--- src/rtl/matrix_mac_pkg.sv ---
// Shared types and helpers for the matrix MAC operand sequencer.
// Holds the FSM encoding, load-select codes and index-width helpers.
package matrix_mac_pkg;

  typedef enum logic [2:0] {
    IDLE,
    CLEAR,
    FEED,
    WAIT,
    EMIT,
    DONE
  } state_t;

  localparam logic SEL_A = 1'b0;
  localparam logic SEL_B = 1'b1;

  // Width of a counter that must hold 0..n-1, never narrower than one bit.
  function automatic int counter_width(input int n);
    return (n > 1) ? $clog2(n) : 1;
  endfunction

  // Width of a row-major element index for a dim x dim matrix.
  function automatic int addr_width(input int dim);
    return counter_width(dim * dim);
  endfunction

endpackage

--- src/rtl/matrix_mac_sequencer_if.sv ---
// Bundle of the sequencer's load port, control, MAC drive and result stream.
// The slave view belongs to the sequencer, the master view to its environment.
interface matrix_mac_sequencer_if #(
  parameter int DATA_WIDTH = 8,
  parameter int DIM        = 4
);
  import matrix_mac_pkg::*;

  localparam int ADDR_W = addr_width(DIM);

  logic                  load_valid;
  logic                  load_ready;
  logic                  load_sel;
  logic [ADDR_W-1:0]     load_addr;
  logic [DATA_WIDTH-1:0] load_data;

  logic                  start;
  logic                  busy;
  logic                  done;

  logic                  mac_enable;
  logic                  mac_clear;
  logic [DATA_WIDTH-1:0] mac_operand_a;
  logic [DATA_WIDTH-1:0] mac_operand_b;
  logic [DATA_WIDTH-1:0] mac_result;

  logic                  res_valid;
  logic                  res_ready;
  logic [DATA_WIDTH-1:0] res_data;
  logic [ADDR_W-1:0]     res_index;

  modport slave (
    input  load_valid, load_sel, load_addr, load_data, start, mac_result, res_ready,
    output load_ready, busy, done, mac_enable, mac_clear, mac_operand_a, mac_operand_b,
           res_valid, res_data, res_index
  );

  modport master (
    output load_valid, load_sel, load_addr, load_data, start, mac_result, res_ready,
    input  load_ready, busy, done, mac_enable, mac_clear, mac_operand_a, mac_operand_b,
           res_valid, res_data, res_index
  );

endinterface

--- src/rtl/matrix_operand_bank.sv ---
// Two DIM x DIM operand matrices with one shared write port and
// combinational reads of A[i][k] and B[k][j].
module matrix_operand_bank
  import matrix_mac_pkg::*;
#(
  parameter int DATA_WIDTH = 8,
  parameter int DIM        = 4,
  localparam int ADDR_W    = addr_width(DIM),
  localparam int CNT_W     = counter_width(DIM)
) (
  input  logic                  clock,
  input  logic                  write_en,
  input  logic                  write_sel,
  input  logic [ADDR_W-1:0]     write_addr,
  input  logic [DATA_WIDTH-1:0] write_data,
  input  logic [CNT_W-1:0]      row_i,
  input  logic [CNT_W-1:0]      col_j,
  input  logic [CNT_W-1:0]      step_k,
  output logic [DATA_WIDTH-1:0] operand_a,
  output logic [DATA_WIDTH-1:0] operand_b
);

  logic [DATA_WIDTH-1:0] mem_a [DIM*DIM];
  logic [DATA_WIDTH-1:0] mem_b [DIM*DIM];
  logic [ADDR_W-1:0]     addr_a;
  logic [ADDR_W-1:0]     addr_b;

  // NOTE: storage is deliberately left out of reset; its contents only
  // become meaningful once loaded, so only the write enable gates it.
  always_ff @(posedge clock) begin
    if (write_en && (int'(write_addr) < DIM * DIM)) begin
      if (write_sel == SEL_B) mem_b[write_addr] <= write_data;
      else                    mem_a[write_addr] <= write_data;
    end
  end

  assign addr_a    = ADDR_W'(int'(row_i) * DIM + int'(step_k));
  assign addr_b    = ADDR_W'(int'(step_k) * DIM + int'(col_j));
  assign operand_a = mem_a[addr_a];
  assign operand_b = mem_b[addr_b];

endmodule

--- src/rtl/matrix_mac_sequencer.sv ---
// Operand-side controller for matrix_mac_unit: streams A rows against B columns
// into the MAC and emits the product matrix row-major on a valid/ready stream.
module matrix_mac_sequencer
  import matrix_mac_pkg::*;
#(
  parameter int DATA_WIDTH  = 8,
  parameter int DIM         = 4,
  parameter int MAC_LATENCY = 1
) (
  input logic                   clock,
  input logic                   reset,
  matrix_mac_sequencer_if.slave bus
);

  localparam int CNT_W  = counter_width(DIM);
  localparam int ADDR_W = addr_width(DIM);
  localparam int WAIT_W = counter_width(MAC_LATENCY);

  localparam logic [CNT_W-1:0]  LAST_IDX  = CNT_W'(DIM - 1);
  localparam logic [WAIT_W-1:0] LAST_WAIT = WAIT_W'(MAC_LATENCY - 1);

  state_t                state;
  state_t                state_next;
  logic [CNT_W-1:0]      row_i;
  logic [CNT_W-1:0]      col_j;
  logic [CNT_W-1:0]      step_k;
  logic [WAIT_W-1:0]     wait_cnt;
  logic [DATA_WIDTH-1:0] res_data_q;
  logic [ADDR_W-1:0]     res_index_q;
  logic [DATA_WIDTH-1:0] bank_a;
  logic [DATA_WIDTH-1:0] bank_b;
  logic                  load_accept;
  logic                  last_element;

  // Writes are only honoured in IDLE, so a multiply always sees a frozen bank.
  assign load_accept  = bus.load_valid && (state == IDLE);
  assign last_element = (row_i == LAST_IDX) && (col_j == LAST_IDX);

  matrix_operand_bank #(
    .DATA_WIDTH (DATA_WIDTH),
    .DIM        (DIM)
  ) u_bank (
    .clock      (clock),
    .write_en   (load_accept),
    .write_sel  (bus.load_sel),
    .write_addr (bus.load_addr),
    .write_data (bus.load_data),
    .row_i      (row_i),
    .col_j      (col_j),
    .step_k     (step_k),
    .operand_a  (bank_a),
    .operand_b  (bank_b)
  );

  // NOTE: sequential state uses non-blocking assignments so every register
  // samples pre-edge values regardless of process ordering.
  always_ff @(posedge clock or negedge reset) begin
    if (!reset) state <= IDLE;
    else        state <= state_next;
  end

  always_comb begin
    state_next = state;
    case (state)
      IDLE:    if (bus.start) state_next = CLEAR;
      CLEAR:   state_next = FEED;
      FEED:    if (step_k == LAST_IDX) state_next = WAIT;
      WAIT:    if (wait_cnt == LAST_WAIT) state_next = EMIT;
      EMIT:    if (bus.res_ready) state_next = last_element ? DONE : CLEAR;
      DONE:    state_next = IDLE;
      default: state_next = IDLE;
    endcase
  end

  always_ff @(posedge clock or negedge reset) begin
    if (!reset) begin
      row_i       <= '0;
      col_j       <= '0;
      step_k      <= '0;
      wait_cnt    <= '0;
      res_data_q  <= '0;
      res_index_q <= '0;
    end else begin
      case (state)
        IDLE: begin
          if (bus.start) begin
            row_i <= '0;
            col_j <= '0;
          end
        end
        CLEAR: begin
          step_k   <= '0;
          wait_cnt <= '0;
        end
        FEED: step_k <= step_k + CNT_W'(1);
        WAIT: begin
          if (wait_cnt == LAST_WAIT) begin
            res_data_q  <= bus.mac_result;
            res_index_q <= ADDR_W'(int'(row_i) * DIM + int'(col_j));
          end else begin
            wait_cnt <= wait_cnt + WAIT_W'(1);
          end
        end
        EMIT: begin
          if (bus.res_ready) begin
            if (col_j == LAST_IDX) begin
              col_j <= '0;
              row_i <= last_element ? '0 : row_i + CNT_W'(1);
            end else begin
              col_j <= col_j + CNT_W'(1);
            end
          end
        end
        default: ;
      endcase
    end
  end

  // NOTE: every output is defaulted first so no state leaves one unassigned
  // and no latch is inferred.
  always_comb begin
    bus.load_ready    = 1'b0;
    bus.mac_clear     = 1'b0;
    bus.mac_enable    = 1'b0;
    bus.mac_operand_a = '0;
    bus.mac_operand_b = '0;
    bus.res_valid     = 1'b0;
    bus.done          = 1'b0;
    case (state)
      IDLE:  bus.load_ready = 1'b1;
      CLEAR: bus.mac_clear  = 1'b1;
      FEED: begin
        bus.mac_enable    = 1'b1;
        bus.mac_operand_a = bank_a;
        bus.mac_operand_b = bank_b;
      end
      EMIT:    bus.res_valid = 1'b1;
      DONE:    bus.done      = 1'b1;
      default: ;
    endcase
  end

  assign bus.busy      = (state != IDLE);
  assign bus.res_data  = res_data_q;
  assign bus.res_index = res_index_q;

endmodule

--- src/flat_wrapper.sv ---
// flat-port wrapper written by rule: the top's interface ports become plain ports
module matrix_mac_sequencer_flat import matrix_mac_pkg::*;
#(
  parameter int DATA_WIDTH  = 8,
  parameter int DIM         = 4,
  parameter int MAC_LATENCY = 1
)
  (clock, reset, bus_load_valid, bus_load_sel, bus_load_addr, bus_load_data, bus_start, bus_mac_result, bus_res_ready, bus_load_ready, bus_busy, bus_done, bus_mac_enable, bus_mac_clear, bus_mac_operand_a, bus_mac_operand_b, bus_res_valid, bus_res_data, bus_res_index);
  matrix_mac_sequencer_if #(.DATA_WIDTH(DATA_WIDTH), .DIM(DIM)) bus_i ();
  input logic clock;
  input logic reset;
  input wire logic [$bits(bus_i.load_valid)-1:0] bus_load_valid;
  input wire logic [$bits(bus_i.load_sel)-1:0] bus_load_sel;
  input wire logic [$bits(bus_i.load_addr)-1:0] bus_load_addr;
  input wire logic [$bits(bus_i.load_data)-1:0] bus_load_data;
  input wire logic [$bits(bus_i.start)-1:0] bus_start;
  input wire logic [$bits(bus_i.mac_result)-1:0] bus_mac_result;
  input wire logic [$bits(bus_i.res_ready)-1:0] bus_res_ready;
  output wire logic [$bits(bus_i.load_ready)-1:0] bus_load_ready;
  output wire logic [$bits(bus_i.busy)-1:0] bus_busy;
  output wire logic [$bits(bus_i.done)-1:0] bus_done;
  output wire logic [$bits(bus_i.mac_enable)-1:0] bus_mac_enable;
  output wire logic [$bits(bus_i.mac_clear)-1:0] bus_mac_clear;
  output wire logic [$bits(bus_i.mac_operand_a)-1:0] bus_mac_operand_a;
  output wire logic [$bits(bus_i.mac_operand_b)-1:0] bus_mac_operand_b;
  output wire logic [$bits(bus_i.res_valid)-1:0] bus_res_valid;
  output wire logic [$bits(bus_i.res_data)-1:0] bus_res_data;
  output wire logic [$bits(bus_i.res_index)-1:0] bus_res_index;
  assign bus_i.load_valid = bus_load_valid;
  assign bus_i.load_sel = bus_load_sel;
  assign bus_i.load_addr = bus_load_addr;
  assign bus_i.load_data = bus_load_data;
  assign bus_i.start = bus_start;
  assign bus_i.mac_result = bus_mac_result;
  assign bus_i.res_ready = bus_res_ready;
  assign bus_load_ready = bus_i.load_ready;
  assign bus_busy = bus_i.busy;
  assign bus_done = bus_i.done;
  assign bus_mac_enable = bus_i.mac_enable;
  assign bus_mac_clear = bus_i.mac_clear;
  assign bus_mac_operand_a = bus_i.mac_operand_a;
  assign bus_mac_operand_b = bus_i.mac_operand_b;
  assign bus_res_valid = bus_i.res_valid;
  assign bus_res_data = bus_i.res_data;
  assign bus_res_index = bus_i.res_index;
  matrix_mac_sequencer #(.DATA_WIDTH(DATA_WIDTH), .DIM(DIM), .MAC_LATENCY(MAC_LATENCY)) u_core (.clock(clock), .reset(reset), .bus(bus_i));
endmodule
--- config.mk ---
export PLATFORM = sky130hd
export DESIGN_NAME = matrix_mac_sequencer_flat
export DESIGN_NICKNAME = d
export VERILOG_FILES = /design/src/rtl/matrix_mac_pkg.sv /design/src/rtl/matrix_mac_sequencer_if.sv /design/src/rtl/matrix_operand_bank.sv /design/src/rtl/matrix_mac_sequencer.sv /design/src/flat_wrapper.sv
export SDC_FILE = /design/constraint.sdc
export NUM_CORES = 1
export LEC_CHECK = 0
export ABC_AREA = 1
export BUFFER_PORTS_ARGS = -buffer_cell sky130_fd_sc_hd__buf_2
export CORE_MARGIN = 4
export CORE_UTILIZATION = 55
export DETAILED_ROUTE_END_ITERATION = 8
export MAX_ROUTING_LAYER = met4
export PLACE_DENSITY_LB_ADDON = 0.05
export SYNTH_ARGS = -nofsm -noshare
export SYNTH_HDL_FRONTEND = slang
export SYNTH_SLANG_ARGS = --single-unit
--- constraint.sdc ---
create_clock -name clock -period 2 [get_ports clock]
set_clock_uncertainty 0.1 [all_clocks]
set_input_delay 0.4 -clock clock [delete_from_list [all_inputs] [get_ports clock]]
set_output_delay 0.4 -clock clock [all_outputs]
set_load 0.03 [all_outputs]
# ---- After elaboration in Yosys (flattened, before gate mapping)
# Memories as Yosys holds them, arrays and structs flattened.
# Index checks and enable logic that the tools add are counted.
dict set report word_totals {
  ram_bits 256
  wordCells 71
  mem_count 2
  regBits 22
}
# name words width rd rd_clocked_by_memory_dff wr line
set mem_list {}
lappend mem_list {u_core.u_bank.mem_a 16 8 1 0 1 matrix_operand_bank.sv:23} ;# logic [DATA_WIDTH-1:0] mem_a [DIM*DIM];
lappend mem_list {u_core.u_bank.mem_b 16 8 1 0 1 matrix_operand_bank.sv:24} ;# logic [DATA_WIDTH-1:0] mem_b [DIM*DIM];
dict set report classes {
  eq_ne 13
  bitwise 1
  mux 30
  n_reduce_logical 11
  add_sub_neg 7
}
# cell n
set op_table {}
lappend op_table {{$mux 8} 2}
lappend op_table {{$mux 3} 5}
lappend op_table {{$pmux 3 s5} 1}
lappend op_table {{$add 4x2->4} 3}
lappend op_table {{$mux 1} 12}
lappend op_table {{$mux 2} 6}
lappend op_table {{$pmux 2 s2} 3}
lappend op_table {{$reduce_and 4->1} 2}
lappend op_table {{$add 2x1->2 const B} 3}
lappend op_table {{$eq 2x2->1 const B} 3}
lappend op_table {{$eq 3x2->1 const B} 2}
lappend op_table {{$eq 3x3->1 const B} 2}
lappend op_table {{$ne 2x2->1 const B} 3}
lappend op_table {{$reduce_bool 2->1} 3}
lappend op_table {{$ne 2x1->1 const B} 2}
lappend op_table {{$eq 3x1->1 const B} 1}
lappend op_table {{$logic_not 3->1} 1}
lappend op_table {{$reduce_and 3->1} 1}
lappend op_table {{$reduce_bool 3->1} 1}
lappend op_table {{$logic_and 1x1->1} 2}
lappend op_table {{$pmux 1 s2} 1}
lappend op_table {{$reduce_and 2->1} 1}
lappend op_table {{$add 1x1->1 const B} 1}
lappend op_table {{$not 1->1} 1}

# ---- Longest topological paths before layout
dict set report depth {
  depth_word 6
  depth_mapped 9
}

# ---- Hierarchy
# From an unflattened synthesis, not the netlist that was laid out.
dict set report unflattened {
  hier_cells 1256
  area_unflattened_um2 12390.6
}
# module cells_each area_each_um2 seq_area_each_um2 instances
set by_module_without_submodules {}
lappend by_module_without_submodules {matrix_operand_bank 1099 11253.3 7687.4 1}
lappend by_module_without_submodules {matrix_mac_sequencer 157 1137.3 525.5 1}

# ---- Least setup slack after synthesis
# Ideal clock, no wire load.
dict set report synth_timing {
  kind {reg-to-reg}
  from {reg u_core.state[0]}
  to {mem u_core.u_bank.mem_b[15][0] (enable)}
  t_required_ns 1.530
  path_buffers 1
  t_arrival_ns 1.666
  setup_time_ns 0.370
  setup_slack_ns -0.137
  stages_incl_launch_ff 9
  path_cell_list {dfrtp_1 inv_2 nand2_4 inv_2 nand2_2 inv_2 nand3_4 buf_6 nor2_1}
}
dict set report synth_via {
  elab_chain_cells 4
}
# item line
set synth_lines {}
lappend synth_lines {{start, declared} matrix_mac_sequencer.sv:22} ;# state_t state;
lappend synth_lines {{start signal, assigned} matrix_mac_sequencer.sv:59} ;# else state <= state_next;
lappend synth_lines {{$logic_not 3->1} matrix_mac_sequencer.sv:36} ;# assign load_accept = bus.load_valid && (state == IDLE);
lappend synth_lines {{$logic_and 1x1->1} matrix_mac_sequencer.sv:36}
lappend synth_lines {{$mux 1} matrix_operand_bank.sv:31} ;# if (write_en && (int'(write_addr) < DIM * DIM)) begin
lappend synth_lines {{$mux 1 (not written as such)} matrix_operand_bank.sv:32} ;# if (write_sel == SEL_B) mem_b[write_addr] <= write_data;
lappend synth_lines {{end, declared} matrix_operand_bank.sv:24}
# No other way between the ends.

# ---- Worst setup path after layout
dict set report layout_timing {
  from {reg u_core.step_k[0]}
  to {out bus_mac_operand_b[6]}
}
dict set report layout_via {
  elab_chain_cells 3
}
# item line
set layout_lines {}
lappend layout_lines {{start, declared} matrix_mac_sequencer.sv:26} ;# logic [CNT_W-1:0] step_k;
lappend layout_lines {{start signal, assigned} matrix_mac_sequencer.sv:95} ;# FEED: step_k <= step_k + CNT_W'(1);
lappend layout_lines {{$add 4x2->4} matrix_operand_bank.sv:38} ;# assign addr_b = ADDR_W'(int'(step_k) * DIM + int'(col_j));
lappend layout_lines {{$mem_v2 16x8} -}
lappend layout_lines {{$mux 8} matrix_mac_sequencer.sv:129} ;# case (state)
lappend layout_lines {{end, declared} flat_wrapper.sv:25} ;# output wire logic [$bits(bus_i.mac_operand_b)-1:0] bus_mac_operand_b;
# No other way between the ends.

==> results.yml <==
status:
  outcome: "finished, violations left"
  violations: "setup timing"
worst_setup_path:
  crit_top_cell: "buf_6"
  crit_fanout: 19
  crit_path_end_kind: "primary output"
  cp_cell_sequence: "clkinv_4, buf_12, buf_8, buf_6, nand3_1, nand3_2, a21oi_2, buf_6"
  worstSetupStartpointType: "register"
  arrival_ps: 2080
  crit_type: "register to primary output"
  cp.required_ps: 1500
  cpPeakStageDelay_ps: 450
  crit_path_top_delay_cell: "dfrtp_2"
synth:
  synth_edf_count: 256
  synth_area_leaders: "edfxtp_1 (64%), nand2_1 (13%), nand3_1 (6.7%)"
  syn-cell-area_um2: 12040
  avgSynthCellArea_um2: 10.42
  synth.top_cell.area_share: 0.6385
  ys_warn_count: 0
  syn_nets: 1185
  ys.flop_type: "edfxtp_1"
  synth_area_leader_cell: "edfxtp_1"
  ys_types: 29
  synth-seq-area-share: 0.6821
  ys_ff_latch: 277
  synth_cells: 1156
  synth-async-reset-ratio: 0.07581
drt:
  wirelength_um: 31170
  firstDrtPassIters: 5
  drc: 0
  viasPerCell: 5.375
  first_iter_violations: 887
  via_count: 8584
  ant_nets: 0
  routedWlPerCell_um: 19.52
placement:
  place.gp.congestion: 0.8753
  io_buffers: 59
  dp_hpwl_um: 18060
  place_inst: 1507
sta:
  setup_viol: 18
  fmax_mhz: 387.5
  rsz0062_at_grt: "true"
  fin_setup_tns_ps: -8795
  hold_ws_ps: 17.97
  hold_viol_final: 0
  fin_crit_ps: 2581
  fin_crit_sh: 1.290
  slew_headroom: 0.5526
  worst_slack_ps: -580.7
  slew_violations: 0
  tightest_slew_ps: 671.1
clocking:
  cts_buffers: 29
  cts_num_sinks: 277
  cts_max_path_buffers: 3
  path_clk_slew_ps: 60
  clk_root_buffer_cell: "clkbuf_16"
  htreeDepth: 1
  clk-insertion-delay-late_ps: 530
  cts_tree: "yes"
power:
  irDropWorstVdd_mv: 0.7585
  p_per_area_nw_per_um2: 1274
  p_leak_nw: 6.379
  finalPower_mw: 19.32
final_layout:
  syn_to_final_growth_pct: 26.03
  post-route-util: 0.7129
  layout_common_cells: "nand2_1 (416), edfxtp_1 (256), inv_1 (138)"
  final_nets: 1329
  fin_cells: 1597
  antenna_cells: 0
  layout_commonest_cell: "nand2_1"
  layout-drive-gt1-share: 0.2322
global_route:
  grt_pass1_vias: 7979
  antenna_found_initial: 0
  grt_usage: 0.2579
  grt_overflow_total: 0
  grt_pass1_wl_um: 46640
  grt_max_degree: 44
floorplanning:
  fp.dieH_um: 156.0
  fp.dieW_um: 156.0
  core_um2: 21290
  placementRows: 53
  initial_core_util: 0.5656
  die-area_um2: 24320
  io_pins: 60
run:
  cap_viol_max_count: 0
min_path:
  hp-class: "input port to register"
## stage by stage
step           setup slack (ps)  cell area [µm²]
4_1_cts                  -579.3            14650
6_report                 -580.7            15170
5_1_grt                  -678.9            15170
3_3_place_gp             -38.60            13180
2_1_floorplan            -136.7            12110
3_5_place_dp             -59.70            13180
## final cells by class
| class | instances | area [µm²] |
|---|---|---|
| clock inverters | 20 | 252.7 |
| clock buffers | 33 | 760.7 |
| repair buffers | 166 | 1665 |
| inverters | 149 | 599.3 |
| fillers | 1535 | 6112 |
| multi-input cells | 677 | 3333 |
| well taps | 275 | 344.1 |
| flip-flops and latches | 277 | 8219 |
## routing by layer
layer  up-vias  track usage  wire (µm)
met3        58      0.03800       2584
met2       377       0.3878      14280
met1      4068       0.3743      13550
met5         -            -          0
li1       4081            -          -
met4         0      0.06794        752
## cell usage after synthesis (4+ instances only)
cell type / number
nand2_1: 419
edfxtp_1: 256
nand3_1: 162
inv_1: 139
nor2_1: 40
buf_2: 34
dfrtp_1: 21
a21oi_1: 17
o21ai_0: 12
buf_4: 10
inv_2: 7
mux2_2: 7
clkbuf_1: 6
buf_6: 4
## power breakdown
part,internal (mW),leakage (nW),switching [mW]
combinational,2.67,3.32,4.29
clock,3.49,0.493,2.16
sequential,6.56,2.56,0.154
total,12.7,6.38,6.60
## what timing repair did
item	CTS	global route
buffers inserted	11	11
hold endpoints to repair	28	0
endpoints found under the setup margin	20	247
gates resized for setup	62	93
pin swaps	10	17
hold buffers	8	0
gates cloned	3	4
## critical path: cells and delay by family, from the launching register on
kind	cells	cell delay, ps
buffers and inverters	5	710
AND/OR/NAND/NOR	2	220
flip-flops	1	450
AO/OA/AOI/OAI	1	150
## registers in the layout (all words and copies together) (netlist names)
name / count
u_core.u_bank.mem_a: 128
u_core.u_bank.mem_b: 128
u_core.bus.res_data: 8
u_core.bus.res_index: 4
u_core.state: 3
u_core.col_j: 2
u_core.row_i: 2
u_core.step_k: 2
## cell families after synthesis
| logic type | share of synthesized area |
|---|---|
| multiplexers | 0.007482 |
| adder cells (fa/ha/maj) | 0.003118 |
| AO/OA/AOI/OAI | 0.01403 |
| AND/OR/NAND/NOR | 0.2203 |
| flip-flops | 0.6821 |
| buffers and inverters | 0.07295 |
## worst paths after layout
kind | from | endpoint | slack [ps] | depth (start not counted)
min reg2reg | u_core.bus.res_index[3] | u_core.bus.res_index[3] | 390 | 2
max reg2reg | u_core.state[1] | u_core.u_bank.mem_a[4][2] | 60 | 11
min in group asynchronous | reset | u_core.state[2] | 320 | 2
max in group asynchronous | reset | u_core.step_k[0] | 1090 | 2
max | u_core.step_k[0] | bus_mac_operand_b[6] | -580 | 8
min | bus_mac_result[5] | u_core.bus.res_data[5] | 20 | 2
No activity file was read; power rests on OpenSTA's default activity.
